$ cat config.mk
export PLATFORM = sky130hd
export DESIGN_NAME = pipe_stage_skid
export DESIGN_NICKNAME = d
export VERILOG_FILES = /design/src/rtl/pipe_pkg.sv /design/src/rtl/pipe_stage_skid.sv
export SDC_FILE = /design/constraint.sdc
export NUM_CORES = 1
export LEC_CHECK = 0
export ABC_AREA = 1
export CORE_MARGIN = 5
export CORE_UTILIZATION = 56
export DETAILED_ROUTE_END_ITERATION = 7
export GPL_ROUTABILITY_DRIVEN = 0
export GPL_TIMING_DRIVEN = 0
export PLACE_DENSITY = 0.86
export SYNTH_ARGS = -nofsm -noshare
export SYNTH_HDL_FRONTEND = slang
export SYNTH_SLANG_ARGS = --single-unit
$ cat constraint.sdc
create_clock -name clk -period 3.4 [get_ports clk]
set_input_delay 1.02 -clock clk [delete_from_list [all_inputs] [get_ports clk]]
set_output_delay 1.02 -clock clk [all_outputs]
set_load 0.02 [all_outputs]
$ cat src/rtl/pipe_pkg.sv
// Shared types and stage-width constants for the RV32I pipeline registers.
// Each stage's DATA_W/CTRL_W is derived here so wrappers and the skid stage agree.
package pipe_pkg;

  typedef enum logic [1:0] {
    ST_EMPTY = 2'd0,
    ST_ONE   = 2'd1,
    ST_FULL  = 2'd2
  } stage_state_e;

  localparam int unsigned XLEN       = 32;
  localparam int unsigned REGNUM_W   = 5;
  localparam int unsigned FUNCT_W    = 3;
  localparam int unsigned MEMTOREG_W = 3;

  // MEM_WB payload: PCplus4, BranchAddr, immediate, ReadMemData, ALUResult, funct, WriteRegNum
  localparam int unsigned MEM_WB_DATA_W = 5 * XLEN + FUNCT_W + REGNUM_W;
  // MEM_WB control: cntl_RegWrite, sel_MemToReg
  localparam int unsigned MEM_WB_CTRL_W = 1 + MEMTOREG_W;

  // IF_ID payload: PC, PCplus4, instruction; control: a single predicted-taken flag
  localparam int unsigned IF_ID_DATA_W = 3 * XLEN;
  localparam int unsigned IF_ID_CTRL_W = 1;

  function automatic logic [1:0] occupancy_of(input stage_state_e st);
    logic [1:0] occ;
    case (st)
      ST_EMPTY: occ = 2'd0;
      ST_ONE:   occ = 2'd1;
      ST_FULL:  occ = 2'd2;
      default:  occ = 2'd0;
    endcase
    return occ;
  endfunction

endpackage

$ cat src/rtl/pipe_stage_skid.sv
// Two-entry pipeline stage (main + skid) with valid/ready handshake, flush and
// bubble gating so an empty stage never presents live control bits downstream.
module pipe_stage_skid
  import pipe_pkg::*;
#(
  parameter int unsigned DATA_W         = MEM_WB_DATA_W,
  parameter int unsigned CTRL_W         = MEM_WB_CTRL_W,
  parameter bit          FLUSH_CLR_DATA = 1'b0
) (
  input  logic              clk,
  input  logic              reset,
  input  logic              flush,
  input  logic              in_valid,
  output logic              in_ready,
  input  logic [DATA_W-1:0] in_data,
  input  logic [CTRL_W-1:0] in_ctrl,
  output logic              out_valid,
  input  logic              out_ready,
  output logic [DATA_W-1:0] out_data,
  output logic [CTRL_W-1:0] out_ctrl,
  output logic [1:0]        occupancy
);

  typedef struct packed {
    logic [DATA_W-1:0] data;
    logic [CTRL_W-1:0] ctrl;
    logic              valid;
  } entry_t;

  stage_state_e state_q, state_d;
  entry_t       main_q, main_d;
  entry_t       skid_q, skid_d;
  entry_t       in_entry;
  logic         accept;
  logic         drain;

  // Handshake decode; in_ready looks at state only, never at out_ready.
  always_comb begin
    in_ready  = (state_q != ST_FULL);
    out_valid = main_q.valid;
    accept    = in_valid & in_ready;
    drain     = out_valid & out_ready;
    in_entry  = '{data: in_data, ctrl: in_ctrl, valid: 1'b1};
  end

  // Next-state and entry movement; flush overrides any accept or drain.
  always_comb begin
    state_d = state_q;
    main_d  = main_q;
    skid_d  = skid_q;
    if (flush) begin
      state_d      = ST_EMPTY;
      main_d.valid = 1'b0;
      skid_d.valid = 1'b0;
      if (FLUSH_CLR_DATA) begin
        main_d = '0;
        skid_d = '0;
      end else begin
        main_d.ctrl = main_q.ctrl;
      end
    end else begin
      case (state_q)
        ST_EMPTY: begin
          if (accept) begin
            main_d  = in_entry;
            state_d = ST_ONE;
          end else begin
            state_d = ST_EMPTY;
          end
        end
        ST_ONE: begin
          if (accept && drain) begin
            main_d = in_entry;
          end else if (accept) begin
            skid_d  = in_entry;
            state_d = ST_FULL;
          end else if (drain) begin
            main_d.valid = 1'b0;
            state_d      = ST_EMPTY;
          end else begin
            state_d = ST_ONE;
          end
        end
        ST_FULL: begin
          if (drain) begin
            main_d       = skid_q;
            skid_d.valid = 1'b0;
            state_d      = ST_ONE;
          end else begin
            state_d = ST_FULL;
          end
        end
        default: begin
          state_d      = ST_EMPTY;
          main_d.valid = 1'b0;
          skid_d.valid = 1'b0;
        end
      endcase
    end
  end

  // State and both entries; reset always clears payload, unlike flush.
  always_ff @(posedge clk) begin
    if (reset) begin
      state_q <= ST_EMPTY;
      main_q  <= '0;
      skid_q  <= '0;
    end else begin
      state_q <= state_d;
      main_q  <= main_d;
      skid_q  <= skid_d;
    end
  end

  // Outputs come straight from registers; ctrl is gated so bubbles stay inert.
  always_comb begin
    out_data  = main_q.data;
    if (main_q.valid) begin
      out_ctrl = main_q.ctrl;
    end else begin
      out_ctrl = '0;
    end
    occupancy = occupancy_of(state_q);
  end

endmodule

Word level (Yosys, flattened, before mapping)
Index checks and enable logic that the tools add are counted.
{"block": "totals", "register_bits": 348, "input_bits": 177, "output_inout_bits": 176, "word_cells": 49}
{"block": "op_classes", "eq_ne": 10, "n_mux": 19, "bitwise_logic": 5, "n_reduce_logical": 8}
{"cell": "one-hot mux 172 bit (3 select lines)", "count": 1}
{"cell": "two-way mux 173 bit", "count": 2}
{"cell": "two-way mux 172 bit", "count": 1}
{"cell": "inequality test 2 bit, second input constant", "count": 6}
{"cell": "AND reduction 4 bit", "count": 3}
{"cell": "two-way mux 1 bit", "count": 7}
{"cell": "two-way mux 2 bit", "count": 3}
{"cell": "inequality test 3 bit, second input constant", "count": 2}
{"cell": "one-hot mux 1 bit (3 select lines)", "count": 2}
{"cell": "one-hot mux 2 bit (3 select lines)", "count": 1}
{"cell": "AND reduction 5 bit", "count": 1}
{"cell": "two-way mux 4 bit", "count": 1}
{"cell": "one-hot mux 2 bit (2 select lines)", "count": 1}
{"cell": "NOT 1 bit", "count": 3}
{"cell": "nonzero test 3 bit", "count": 1}
{"cell": "AND 1 bit", "count": 2}
{"cell": "== test 2 x 1 -> 1 bit, second input constant", "count": 1}
{"cell": "== test 2 bit, second input constant", "count": 1}
{"cell": "zero test 2 bit", "count": 1}
{"cell": "OR reduction 2 bit", "count": 1}
{"cell": "logical AND 1 bit", "count": 1}

Longest topological paths before layout
{"block": "logic_depth", "ltp_word": 5, "mapped_depth": 9, "ltp_nobuf": 7}

Least setup slack after synthesis
No wires, ideal clock.
{"block": "synth_timing", "path_kind": "input to register", "from": "input port in_valid", "to": "register skid_q[100] (netlist bit)", "setup_ps": 132, "t_arrival_ps": 1865, "required_time_ps": 3268, "setup_slack_ps": 1403, "cell_stages": 8, "path_buffers": 3, "cell_sequence": "inv_1 nor2_2 nand3_1 buf_4 buf_4 buf_4 nand2_1 a21oi_1"}
{"block": "synth_between", "elab_chain_cells": 4}
{"element": "start: declaration", "line_no": "pipe_stage_skid.sv:13", "rtl": "input logic in_valid,"}
{"element": "AND 1 bit (*)", "line_no": "pipe_stage_skid.sv:41", "rtl": "accept = in_valid & in_ready;"}
{"element": "logical AND 1 bit", "line_no": "pipe_stage_skid.sv:72", "rtl": "if (accept && drain) begin"}
{"element": "NOT 1 bit (no source line)"}
{"element": "AND reduction 4 bit (no source line) (*)"}
{"element": "end signal: assignment", "line_no": "pipe_stage_skid.sv:111", "rtl": "skid_q <= skid_d;"}
{"element": "end: declaration", "line_no": "pipe_stage_skid.sv:32", "rtl": "entry_t skid_q, skid_d;"}
Every way passes the cells marked *; elsewhere a longest branch is shown, timed or not.
A chain may end at the register's enable or synchronous reset.

Worst setup path after layout
{"block": "layout_timing", "from": "register state_q[0]", "to": "output port in_ready"}
{"block": "layout_between", "elab_chain_cells": 1}
{"element": "start: declaration", "line_no": "pipe_stage_skid.sv:30", "rtl": "stage_state_e state_q, state_d;"}
{"element": "start signal: assignment", "line_no": "pipe_stage_skid.sv:109", "rtl": "state_q <= state_d;"}
{"element": "inequality test 2 bit", "line_no": "pipe_stage_skid.sv:39", "rtl": "in_ready = (state_q != ST_FULL);"}
{"element": "end: declaration", "line_no": "pipe_stage_skid.sv:14", "rtl": "output logic in_ready,"}
Every way passes these cells.

==> metrics.cfg <==
[outcome]
status=finished, final reports clean

[power_and_ir_drop]
powerDensity_nw_per_um2=483.9
leakagePower_nw=10.55
ir_drop_mv=0.4028

[placed_design]
portBuffers=352
post-place-ws_ns=0.2185
post-dp-hpwl_um=33690
postPlaceCellArea_um2=20650

[setup_path]
critPathMaxFanout=10
end_kind=primary output
required_ns=2.38
r2r_end=out_data[21]$_SDFFE_PP0P_
startpoint_type=register
endpoint=in_ready
startpoint=state_q[0]$_SDFFE_PP0N_
critPathArrivalTime_ns=2.12
rr_worst_depth=9
regToRegSetupSlack_ns=1.52
regToRegStartpoint=state_q[0]$_SDFFE_PP0N_
critPathKind=reg2out

[floorplan]
fp.dieH_um=182.4
io_pins=353
fp.dieW_um=182.4
die-area_um2=33250
rows=63
start_util_pct=56.43
core_um2=29480

[cts]
cts_max_level=2
path_clk_slew_ns=0.06
clockRootBuffer=clkbuf_16
clockBufferDepth=3
tritoncts=done
cts_buffers=38
clock_sinks=348
worstSkewPairLatency_ns=0.51
postCtsSetupRepairBufs=0

[synthesis]
synth_top_area_share_pct=41.88
yosys-top-cells-count=nand2_1, nor2_1, dfxtp_1
syn_nets=2788
yosysTopAreaCell=dfxtp_1
synth.avg_cell_area_um2=6.371
synthArstFlopShare_pct=0
yosysWarnings=0
synthCells=2611
ys_types=17
synth_edf_count=0
yosysSeqAreaShare_pct=41.88
synth_area_um2=16630
ys_ff_latch=348
synthTopCellsByArea=dfxtp_1, nand2_1, buf_4
yosysMostFrequentCell=nand2_1
ys.flop_type=dfxtp_1

[detailed_routing]
wl_um=47020
wire_per_inst_um=13.73
vias=16400
first_pass_iters=6
drc=0
drt_iter0_drc=1215
drtAntennaViolNets=0
viasPerCell=4.788

[sta]
maxSlewViolCount=0
setup_slack_ns=0.2599
finalSetupTns_ns=0
max_freq_mhz=318.5
fin_crit_sh_pct=92.36
finalClockSkew_ns=0.01128
whs_ns=0.4625
tightest_slew_ns=0.8697
fin_crit_ns=3.140
relSlewSlack_pct=42.02
rsz0062_at_grt=false
finalSetupViolations=0
hold_viol=0

[global_routing]
grt_max_degree=15
gr-total-overflow=0
first_global_vias=15840
antenna_found_initial=8
grt_util_all_layers_pct=27.19
grt_pass1_wl_um=75650

[cells_and_area]
syn_to_final_growth_pct=32.19
fin_util_pct=74.59
drive_above_1_share_pct=11.17
postLayoutCellArea_um2=21990
layout.nets=3180

[min_path]
hold_path.class=reg2reg

[run]
max-cap-violations=0

-- per-layer routing --
layer,up-vias,global-route usage (%),share of wire [%]
met5,-,0,0.015
met4,2,11.47,4.4
met3,144,5.800,7.7
met2,591,46.88,47
met1,7282,32.92,40
li1,8381,-,-
-- metrics by stage --
| step | instances | total power, mW |
|---|---|---|
| after floorplan | 2611 | 5.577 |
| after global placement | 3353 | 6.329 |
| after detailed placement | 3353 | 6.370 |
| after CTS | 3417 | 10.69 |
| after global routing | 3424 | 11.07 |
| final | 3425 | 10.64 |
-- cells in the final DEF, fill, tap and decap left out --
| cell | instances |
|---|---|
| a211oi_1 | 1 |
| a21o_1 | 1 |
| a21oi_1 | 175 |
| buf_1 | 1 |
| buf_2 | 65 |
| buf_4 | 186 |
| buf_6 | 21 |
| bufinv_16 | 5 |
| clkbuf_1 | 49 |
| clkbuf_16 | 41 |
| clkbuf_8 | 6 |
| clkdlybuf4s50_1 | 350 |
| clkinv_2 | 6 |
| clkinvlp_4 | 2 |
| dfxtp_1 | 348 |
| diode_2 | 8 |
| dlygate4sd2_1 | 1 |
| dlymetal6s2s_1 | 1 |
| inv_1 | 182 |
| inv_2 | 4 |
| nand2_1 | 1221 |
| nand2_2 | 1 |
| nand3_1 | 5 |
| nor2_1 | 353 |
| nor2_2 | 1 |
| nor3_1 | 1 |
-- power breakdown --
part	switching (mW)	total, mW	internal [mW]
clock network	1.65	4.34	2.69
logic	0.967	1.90	0.935
registers	0.115	4.40	4.29
-- logic make-up after synthesis --
logic type             count (synthesis)  synth area share, %
DFF                                  348                41.88
and+or+nand+nor                     1582                35.77
buffers and inverters                504                16.99
AOI/OAI and AO/OA                    177                5.355
-- what timing repair did --
action                                  CTS  global route
endpoints found under the hold margin     0             0
cloned                                    0             0
endpoints found under the setup margin    2             1
hold buffers                              0             0
gates resized for setup                   2             1
-- critical path: stages (launching register included) --
cell and delay (ns):
dfxtp_1 0.47, nor2_1 0.14, inv_1 0.10, buf_2 0.25
buf_2 0.28, dlygate4sd2_1 0.36
-- registers in the layout, summed over array words and instances, names as in the netlist --
register / count
skid_q: 173
out_data: 168
main_q: 4
state_q: 2
out_valid: 1
-- area by class of cell --
class | count | area [um2]
fill | 2326 | 7492
antenna | 8 | 20.02
multi-input combinational | 1759 | 6842
clock buffer | 51 | 1124
sequential | 348 | 6967
inverter | 186 | 698.2
tap | 390 | 488.0
buffer | 318 | 2131
clock inverter | 13 | 195.2
timing repair buffer | 352 | 3525
-- worst min path at each step --
stage | start | endpoint | slack [ns] | depth (start not counted)
2_1_floorplan | skid_q[0]$_SDFFE_PP0P_ | skid_q[0]$_SDFFE_PP0P_ | 0.43 | 2
3_3_place_gp | skid_q[0]$_SDFFE_PP0P_ | skid_q[0]$_SDFFE_PP0P_ | 0.45 | 2
3_5_place_dp | skid_q[27]$_SDFFE_PP0P_ | skid_q[27]$_SDFFE_PP0P_ | 0.46 | 2
4_1_cts | skid_q[27]$_SDFFE_PP0P_ | skid_q[27]$_SDFFE_PP0P_ | 0.46 | 2
5_1_grt | skid_q[37]$_SDFFE_PP0P_ | skid_q[37]$_SDFFE_PP0P_ | 0.48 | 2
6_report | skid_q[106]$_SDFFE_PP0P_ | skid_q[106]$_SDFFE_PP0P_ | 0.46 | 2
Power figures use the tool's default switching activity.
